==> src/rtl/uart_tx_fifo.sv <==
// Buffered 8N1 UART transmitter: a small circular FIFO drained by a start/data/stop serializer.
// Optional build macro UART_TX_CRLF_EN appends an internally generated 8'h0a after every 8'h0d frame.
module uart_tx_fifo #(
  parameter int CLK_FRE   = 27,
  parameter int BAUD_RATE = 115200,
  parameter int DEPTH     = 16
) (
  input  logic                     clk,
  input  logic                     rst,
  input  logic [7:0]               in_data,
  input  logic                     in_valid,
  output logic                     in_ready,
  output logic                     tx_pin,
  output logic                     busy,
  output logic [$clog2(DEPTH):0]   level
);

  localparam int CPB = (CLK_FRE * 1000000) / BAUD_RATE;
  localparam int AW  = $clog2(DEPTH);
  localparam int LW  = AW + 1;
  localparam int CW  = (CPB > 1) ? $clog2(CPB) : 1;
  localparam logic [CW-1:0] CNT_LAST = CW'(CPB - 1);
  localparam logic [LW-1:0] FULL_CNT = LW'(DEPTH);

  typedef enum logic [1:0] {IDLE, START, DATA, STOP} state_t;

  state_t        state, state_nxt;
  logic [7:0]    mem [DEPTH];
  logic [AW-1:0] wr_ptr, rd_ptr;
  logic [LW-1:0] count;
  logic          push, pop;
  logic [CW-1:0] cnt, cnt_nxt;
  logic [2:0]    bit_idx, bit_idx_nxt;
  logic [7:0]    shreg, shreg_nxt;
  logic          bit_end;
  logic          line, line_q, frame_q;
  logic          lf_pending;

  // Ready and level come only from the registered count.
  assign in_ready = (count < FULL_CNT);
  assign level    = count;
  assign push     = in_valid && in_ready;
  assign bit_end  = (cnt == CNT_LAST);

  // ---------------- FIFO ----------------
  always_ff @(posedge clk or posedge rst) begin
    if (rst) begin
      wr_ptr <= '0;
      rd_ptr <= '0;
      count  <= '0;
    end else begin
      if (push) wr_ptr <= wr_ptr + 1'b1;
      if (pop)  rd_ptr <= rd_ptr + 1'b1;
      case ({push, pop})
        2'b10:   count <= count + 1'b1;
        2'b01:   count <= count - 1'b1;
        default: count <= count;
      endcase
    end
  end

  always_ff @(posedge clk) begin
    if (push) mem[wr_ptr] <= in_data;
  end

  // ---------------- serializer ----------------
  always_ff @(posedge clk or posedge rst) begin
    if (rst) begin
      state   <= IDLE;
      cnt     <= '0;
      bit_idx <= '0;
      shreg   <= '0;
    end else begin
      state   <= state_nxt;
      cnt     <= cnt_nxt;
      bit_idx <= bit_idx_nxt;
      shreg   <= shreg_nxt;
    end
  end

  always_comb begin
    state_nxt   = state;
    cnt_nxt     = cnt;
    bit_idx_nxt = bit_idx;
    shreg_nxt   = shreg;
    pop         = 1'b0;
    line        = 1'b1;
    case (state)
      IDLE: begin
        cnt_nxt = '0;
        // A pending LF outranks the FIFO head and consumes no entry.
        if (lf_pending) begin
          shreg_nxt = 8'h0a;
          state_nxt = START;
        end else if (count != '0) begin
          pop       = 1'b1;
          shreg_nxt = mem[rd_ptr];
          state_nxt = START;
        end
      end
      START: begin
        line    = 1'b0;
        cnt_nxt = bit_end ? '0 : cnt + 1'b1;
        if (bit_end) begin
          bit_idx_nxt = '0;
          state_nxt   = DATA;
        end
      end
      DATA: begin
        line    = shreg[0];
        cnt_nxt = bit_end ? '0 : cnt + 1'b1;
        if (bit_end) begin
          shreg_nxt   = shreg >> 1;
          bit_idx_nxt = bit_idx + 1'b1;
          if (bit_idx == 3'd7) state_nxt = STOP;
        end
      end
      STOP: begin
        line    = 1'b1;
        cnt_nxt = bit_end ? '0 : cnt + 1'b1;
        if (bit_end) state_nxt = IDLE;
      end
      default: state_nxt = IDLE;
    endcase
  end

`ifdef UART_TX_CRLF_EN
  logic cr_frame;
  logic frame_load;
  logic frame_done;

  assign frame_load = (state == IDLE) && (state_nxt == START);
  assign frame_done = (state == STOP) && bit_end;

  always_ff @(posedge clk or posedge rst) begin
    if (rst) begin
      cr_frame   <= 1'b0;
      lf_pending <= 1'b0;
    end else begin
      if (frame_load) cr_frame <= (shreg_nxt == 8'h0d);
      if (frame_load && lf_pending)  lf_pending <= 1'b0;
      else if (frame_done && cr_frame) lf_pending <= 1'b1;
    end
  end
`else
  assign lf_pending = 1'b0;
`endif

  // Registered line: the pin trails the FSM by one cycle, and frame_q
  // keeps busy high until the last stop bit has actually left the pin.
  always_ff @(posedge clk or posedge rst) begin
    if (rst) begin
      line_q  <= 1'b1;
      frame_q <= 1'b0;
    end else begin
      line_q  <= line;
      frame_q <= (state != IDLE);
    end
  end

  assign tx_pin = line_q;
  assign busy   = (count != '0) || (state != IDLE) || frame_q || lf_pending;

endmodule

==> config.mk <==
export PLATFORM = sky130hd
export DESIGN_NAME = uart_tx_fifo
export DESIGN_NICKNAME = d
export VERILOG_FILES = /design/src/rtl/uart_tx_fifo.sv
export SDC_FILE = /design/constraint.sdc
export NUM_CORES = 1
export LEC_CHECK = 0
export ABC_AREA = 1
export CAP_MARGIN = 20
export CORE_MARGIN = 4
export CORE_UTILIZATION = 60
export CTS_CLUSTER_SIZE = 12
export DETAILED_ROUTE_END_ITERATION = 12
export MAX_ROUTING_LAYER = met4
export PLACE_DENSITY_LB_ADDON = 0.05
export SLEW_MARGIN = 20
export SYNTH_ARGS = -nofsm -noshare
export SYNTH_HDL_FRONTEND = slang
export SYNTH_SLANG_ARGS = --single-unit
==> constraint.sdc <==
create_clock -name clk -period 3.3 [get_ports clk]
set_clock_uncertainty 0.15 [all_clocks]
set_input_delay 0.495 -clock clk [delete_from_list [all_inputs] [get_ports clk]]
set_output_delay 0.495 -clock clk [all_outputs]
set_load 0.01 [all_outputs]
==> flow_metrics.py, run 1 <==
metrics = {
    "outcome": {
        "status": "finished, final reports clean",
    },
    "finish": {
        "antenna_cells": 0,
        "area_growth_pct": 11.1,
        "nets": 773,
        "layout.core_utilization": 0.682,
        "drive_gt1_frac": 0.0728,
        "instances_no_fill": 924,
    },
    "synthesis": {
        "synth_edf_count": 128,
        "postSynthCellCount": 728,
        "ys_warn_count": 0,
        "synth_cell_types": 35,
        "synth_top_area_frac": 0.519,
        "yosys.area.top_type": "edfxtp_1",
        "synthTopCellsByCount": "nand2_1, edfxtp_1, nand3_1",
        "yosys-top-cells-area": "edfxtp_1, dfrtp_1, nand2_1",
        "synth_area_sq_um": 7410,
        "ys_seq_area_frac": 0.641,
        "ys.flop_type": "edfxtp_1",
        "yosys.cell_count.top_type": "nand2_1",
        "syn-num-nets": 758,
        "ys_ff_latch": 164,
        "synth.avg_cell_area_sq_um": 10.2,
        "async_reset_ff_frac": 0.220,
    },
    "setup_path": {
        "cpLargestDelayFamily": "buffers and inverters",
        "reg2regPathDepth": 14,
        "worstSetupStartpointType": "flip-flop",
        "critPathMaxFanout": 4,
        "crit_chain": "inv_1 > ha_1 > nand4_2 > or2_2 > clkdlybuf4s50_1",
        "path_depth": 5,
        "crit_type": "flip-flop to output pin",
        "arrival_ns": 2.22,
        "path_buf_inv": 2,
        "max_stage_delay_ns": 0.48,
        "end_kind": "output pin",
        "cp_slowest_cell": "clkdlybuf4s50_1",
        "critPathRequiredTime_ns": 2.65,
    },
    "place": {
        "dp_cells": 892,
        "hpwl_mm": 9.98,
        "placement.io_buffers": 18,
        "gp_congestion": 0.845,
    },
    "detailed_routing": {
        "routed_wirelength_mm": 15.7,
        "firstDrtPassIters": 7,
        "drc": 0,
        "drt_iter0_markers": 399,
        "via_per_inst": 5.36,
        "avgRoutedWirePerCell_um": 17.0,
        "antenna_left": 0,
        "vias": 4952,
    },
    "grt": {
        "grt_usage": 0.241,
        "grt_max_degree": 70,
        "grt_pass1_wl_mm": 25.2,
        "grt_antenna_before_repair": 0,
        "overflow": 0,
        "grt_pass1_vias": 5075,
    },
    "sta": {
        "grt_setup_unrepaired": "false",
        "hold_viol_final": 0,
        "finalCritPeriodShare": 0.869,
        "setup_tns_ns": 0,
        "layout_min_cycle_time_ns": 2.87,
        "fmax_mhz": 349,
        "maxSlewHeadroom": 0.449,
        "slew_viol_final": 0,
        "finalSetupViolCount": 0,
        "worstMarginPinSlew_ns": 0.824,
    },
    "cts": {
        "clkTransAtPathRegs_ns": 0.06,
        "clockBufferDepth": 2,
        "insertion_delay_ns": 0.42,
        "cts_buffers": 17,
        "cts_tree": "built",
        "cts_hold_buffers": 0,
        "ctsResizeCount": 0,
        "post_cts_buffers": 0,
        "cts_root_buffer": "clkbuf_16",
        "clock-sinks": 164,
        "htreeDepth": 4,
    },
    "hold_path": {
        "hold_class": "input pin to asynchronous set/reset pin",
    },
    "floorplanning": {
        "start_util": 0.614,
        "die_w_um": 119,
        "core-area_sq_um": 12100,
        "dieArea_sq_um": 14200,
        "rows": 40,
        "fp.dieH_um": 119,
        "io_pins": 19,
    },
    "power_and_ir_drop": {
        "p_leak_nw": 3.58,
        "power.density_nw_per_um2": 506,
        "p_total_mw": 4.16,
        "irDropWorstVdd_mv": 0.366,
    },
    "flow_run": {
        "max_cap_violations": 0,
    },
}
power breakdown:
| part | leakage [nW] | switching, mW | internal, mW |
|---|---|---|---|
| clock | 0.270 | 0.805 | 1.07 |
| combinational | 1.74 | 0.0404 | 0.0120 |
| sequential | 1.57 | 0 | 2.23 |
sequential cells by signal, indices dropped and copies added, names as in the netlist:
register,count
mem,128
cnt,8
shreg,8
level,5
rd_ptr,4
wr_ptr,4
bit_idx,3
state,2
frame_q,1
tx_pin,1
layer usage:
metal / vias to the layer above / wire (um) / global-route usage
met1: 2363 / 6500 / 0.292
met4: 0 / 388 / 0.0963
li1: 2396 / - / -
met3: 34 / 899 / 0.0489
met5: - / 0 / -
met2: 159 / 7900 / 0.399
path summary, 6_finish.rpt:
check,from,to,slack [ns]
worst max register to register,state[0],level[4],0.61
min in group clk,shreg[2],shreg[2],0.33
worst min register to register,shreg[2],shreg[2],0.33
max in group asynchronous,rst,tx_pin,2.12
worst max-delay path,state[0],busy,0.43
worst min-delay path,rst,frame_q,0.22
cells in the final DEF (no fill, tap or decap), types with 2 or more instances in the layout:
cell,count
a21oi_1,5
buf_4,4
clkbuf_1,2
clkbuf_16,17
clkdlybuf4s50_1,18
clkinv_2,2
clkinvlp_4,3
dfrtp_1,34
edfxtp_1,128
ha_1,18
inv_1,84
inv_2,4
inv_4,2
inv_6,5
nand2_1,226
nand2_2,2
nand2_4,2
nand3_1,91
nor2_1,57
nor2_2,4
o21ai_0,10
o21ai_1,9
xnor2_1,5
xor2_1,7
layout make-up:
type | instances | area [sq um]
Timing Repair Buffer | 22 | 210
Clock buffer | 20 | 447
Inverter | 90 | 343
Tap cell | 168 | 210
Fill cell | 909 | 3830
Multi-Input combinational cell | 448 | 2150
Sequential cell | 164 | 4750
Clock inverter | 12 | 118
stage by stage:
stage	instance area [sq um]	hold slack (ns)	worst slack (ns)
finish	8230	0.218	0.433
global route	8230	0.257	0.334
CTS	8230	0.231	0.419
detailed placement	7660	0.319	0.651
global placement	7660	0.313	0.680
floorplan	7410	0.297	0.963
logic make-up (layout without fill, tap and decap cells):
family / Yosys count / in the layout / synth area share
AND/OR/NAND/NOR: 389 / 389 / 0.223
flip-flops: 164 / 164 / 0.641
buffers and inverters: 116 / 144 / 0.0686
AO/OA/AOI/OAI: 28 / 28 / 0.0208
adder cells (fa/ha/maj): 19 / 19 / 0.0331
XOR/XNOR: 12 / 12 / 0.0142
No activity file was read; power rests on OpenSTA's default activity.
==> inputs of run 2 (changes only) <==
==> constraint.sdc (replaced) <==
create_clock -name clk -period 3.44 [get_ports clk]
set_clock_uncertainty 0.15 [all_clocks]
set_input_delay 0.516 -clock clk [delete_from_list [all_inputs] [get_ports clk]]
set_output_delay 0.516 -clock clk [all_outputs]
set_load 0.01 [all_outputs]
==> flow_metrics.py, run 2 (synthesis results as in run 1) <==
metrics = {
    "place": {
        "place_ws_ns": 0.744,
        "hpwl_mm": 10.3,
        "gp_congestion": 0.827,
        "placement.io_buffers": 18,
    },
    "finish": {
        "area_growth_pct": 11.5,
        "final_common_cell": "nand2_1",
        "nets": 773,
        "largest_reg_flops": 128,
        "ff_latch_area_sq_um": 4750,
        "antenna_cells": 0,
        "largest-register": "mem",
        "reg_top3": "mem x128, cnt x8, shreg x8",
        "fillers": 921,
        "drive_gt1_frac": 0.0741,
        "multi_input_area_sq_um": 2150,
        "layout_common_cells": "nand2_1, edfxtp_1, nand3_1",
    },
    "floorplanning": {
        "io_pins": 19,
        "dieArea_sq_um": 14200,
        "fp.dieH_um": 119,
        "start_util": 0.614,
        "die_w_um": 119,
        "core-area_sq_um": 12100,
        "rows": 40,
    },
    "detailed_routing": {
        "routed_wirelength_mm": 15.8,
        "drt_iter0_markers": 378,
        "vias": 4978,
        "via_per_inst": 5.39,
        "antenna_left": 0,
        "firstDrtPassIters": 5,
        "avgRoutedWirePerCell_um": 17.1,
        "drc": 0,
    },
    "grt": {
        "use_met1": 0.315,
        "overflow": 0,
        "grt_busiest_layer": "met2",
        "gr-usage-met3": 0.0537,
        "grt_pass1_wl_mm": 25.6,
        "grt_pass1_vias": 4908,
        "grt_use_met2": 0.394,
        "grt_max_degree": 70,
        "grt_antenna_before_repair": 0,
        "grt_usage": 0.246,
    },
    "cts": {
        "insertion_delay_ns": 0.42,
        "post_cts_buffers": 0,
        "clock-sinks": 164,
        "clockBufferDepth": 2,
        "cts_hold_buffers": 0,
        "htreeDepth": 4,
        "cts_root_buffer": "clkbuf_16",
        "ctsResizeCount": 0,
        "cts_buffers": 17,
        "clkTransAtPathRegs_ns": 0.07,
        "cts_tree": "built",
    },
    "setup_path": {
        "critPathMaxFanout": 4,
        "cp_slowest_cell": "clkdlybuf4s50_1",
        "ff2ff_setup_slack_ns": 0.73,
        "crit_chain": "inv_1 > ha_1 > nand4_2 > or2_2 > clkdlybuf4s50_1",
        "rr_startpoint": "state[0]",
        "max_stage_delay_ns": 0.48,
        "critPathRequiredTime_ns": 2.77,
        "arrival_ns": 2.28,
        "worstSetupStartpointType": "flip-flop",
        "end_kind": "output pin",
        "reg2regPathDepth": 14,
        "crit_type": "flip-flop to output pin",
        "r2r-end": "level[4]",
    },
    "power_and_ir_drop": {
        "p_leak_nw": 3.59,
        "power.density_nw_per_um2": 493,
        "irDropWorstVdd_mv": 0.339,
    },
    "sta": {
        "layout_min_cycle_time_ns": 2.94,
        "worstMarginPinSlew_ns": 0.842,
        "grt_setup_unrepaired": "false",
        "layout_setup_ws_ns": 0.498,
        "setup_tns_ns": 0,
        "fmax_mhz": 340,
        "maxSlewHeadroom": 0.437,
        "hold_viol_final": 0,
        "finalCritPeriodShare": 0.855,
        "finalSetupViolCount": 0,
        "slew_viol_final": 0,
    },
    "flow_run": {
        "max_cap_violations": 0,
    },
    "hold_path": {
        "hold_class": "input pin to asynchronous set/reset pin",
    },
    "outcome": {
        "status": "finished, final reports clean",
    },
}
[run 2: changes by cell type in the layout (fill, tap and decap cells not counted)]
cell,previous run,this run
bufinv_16,1,2
clkbuf_1,2,0
clkbuf_8,1,0
clkinv_1,0,1
clkinv_2,2,0
clkinv_4,0,3
clkinvlp_4,3,2
inv_6,5,6
[run 2: routing by layer]
metal  vias to the layer above  share of wire
li1                       2396              -
met3                        33          0.055
met2                       151           0.50
met5                         -              0
met4                         0          0.022
met1                      2398           0.42
[run 2: power by group]
group          switching [mW]  internal, mW  total, mW
Sequential                  0          2.14       2.14
Clock                   0.798          1.09       1.88
Combinational          0.0393        0.0115     0.0508
Total                   0.837          3.24       4.07
[run 2: layout make-up]
cell class / instances / area share
flip-flops and latches: 164 / 0.575
multi-input cells: 448 / 0.261
clock buffers: 17 / 0.0515
inverters: 90 / 0.0415
repair buffers: 22 / 0.0255
well taps: 168 / 0.0255
clock inverters: 15 / 0.0205
[run 2: how the worst max path moves through the flow]
stage,from,endpoint,slack (ns),cells after the start
3_3_place_gp,in_valid,level[4],0.81,12
5_1_grt,state[0],busy,0.40,5
6_report,state[0],busy,0.50,5
2_1_floorplan,state[0],level[4],1.10,14
3_5_place_dp,in_valid,level[4],0.74,12
4_1_cts,state[0],busy,0.49,5
[run 2: critical path, delay by kind of cell (launching register included)]
| kind | cells | cell delay, ns |
|---|---|---|
| adders and majority gates | 1 | 0.28 |
| buffers and inverters | 2 | 0.60 |
| DFF | 1 | 0.42 |
| and+or+nand+nor | 2 | 0.55 |
[run 2: stage by stage]
stage	instance area [sq um]	total power [mW]	util	hold slack, ns	instances
after global placement	7660	2.23	0.635	0.314	892
final	8260	4.07	0.685	0.329	924
after floorplan	7410	2.19	-	0.297	728
after detailed placement	7660	2.23	0.635	0.316	892
after CTS	8260	4.10	0.685	0.335	924
after global routing	8260	4.19	0.685	0.354	924
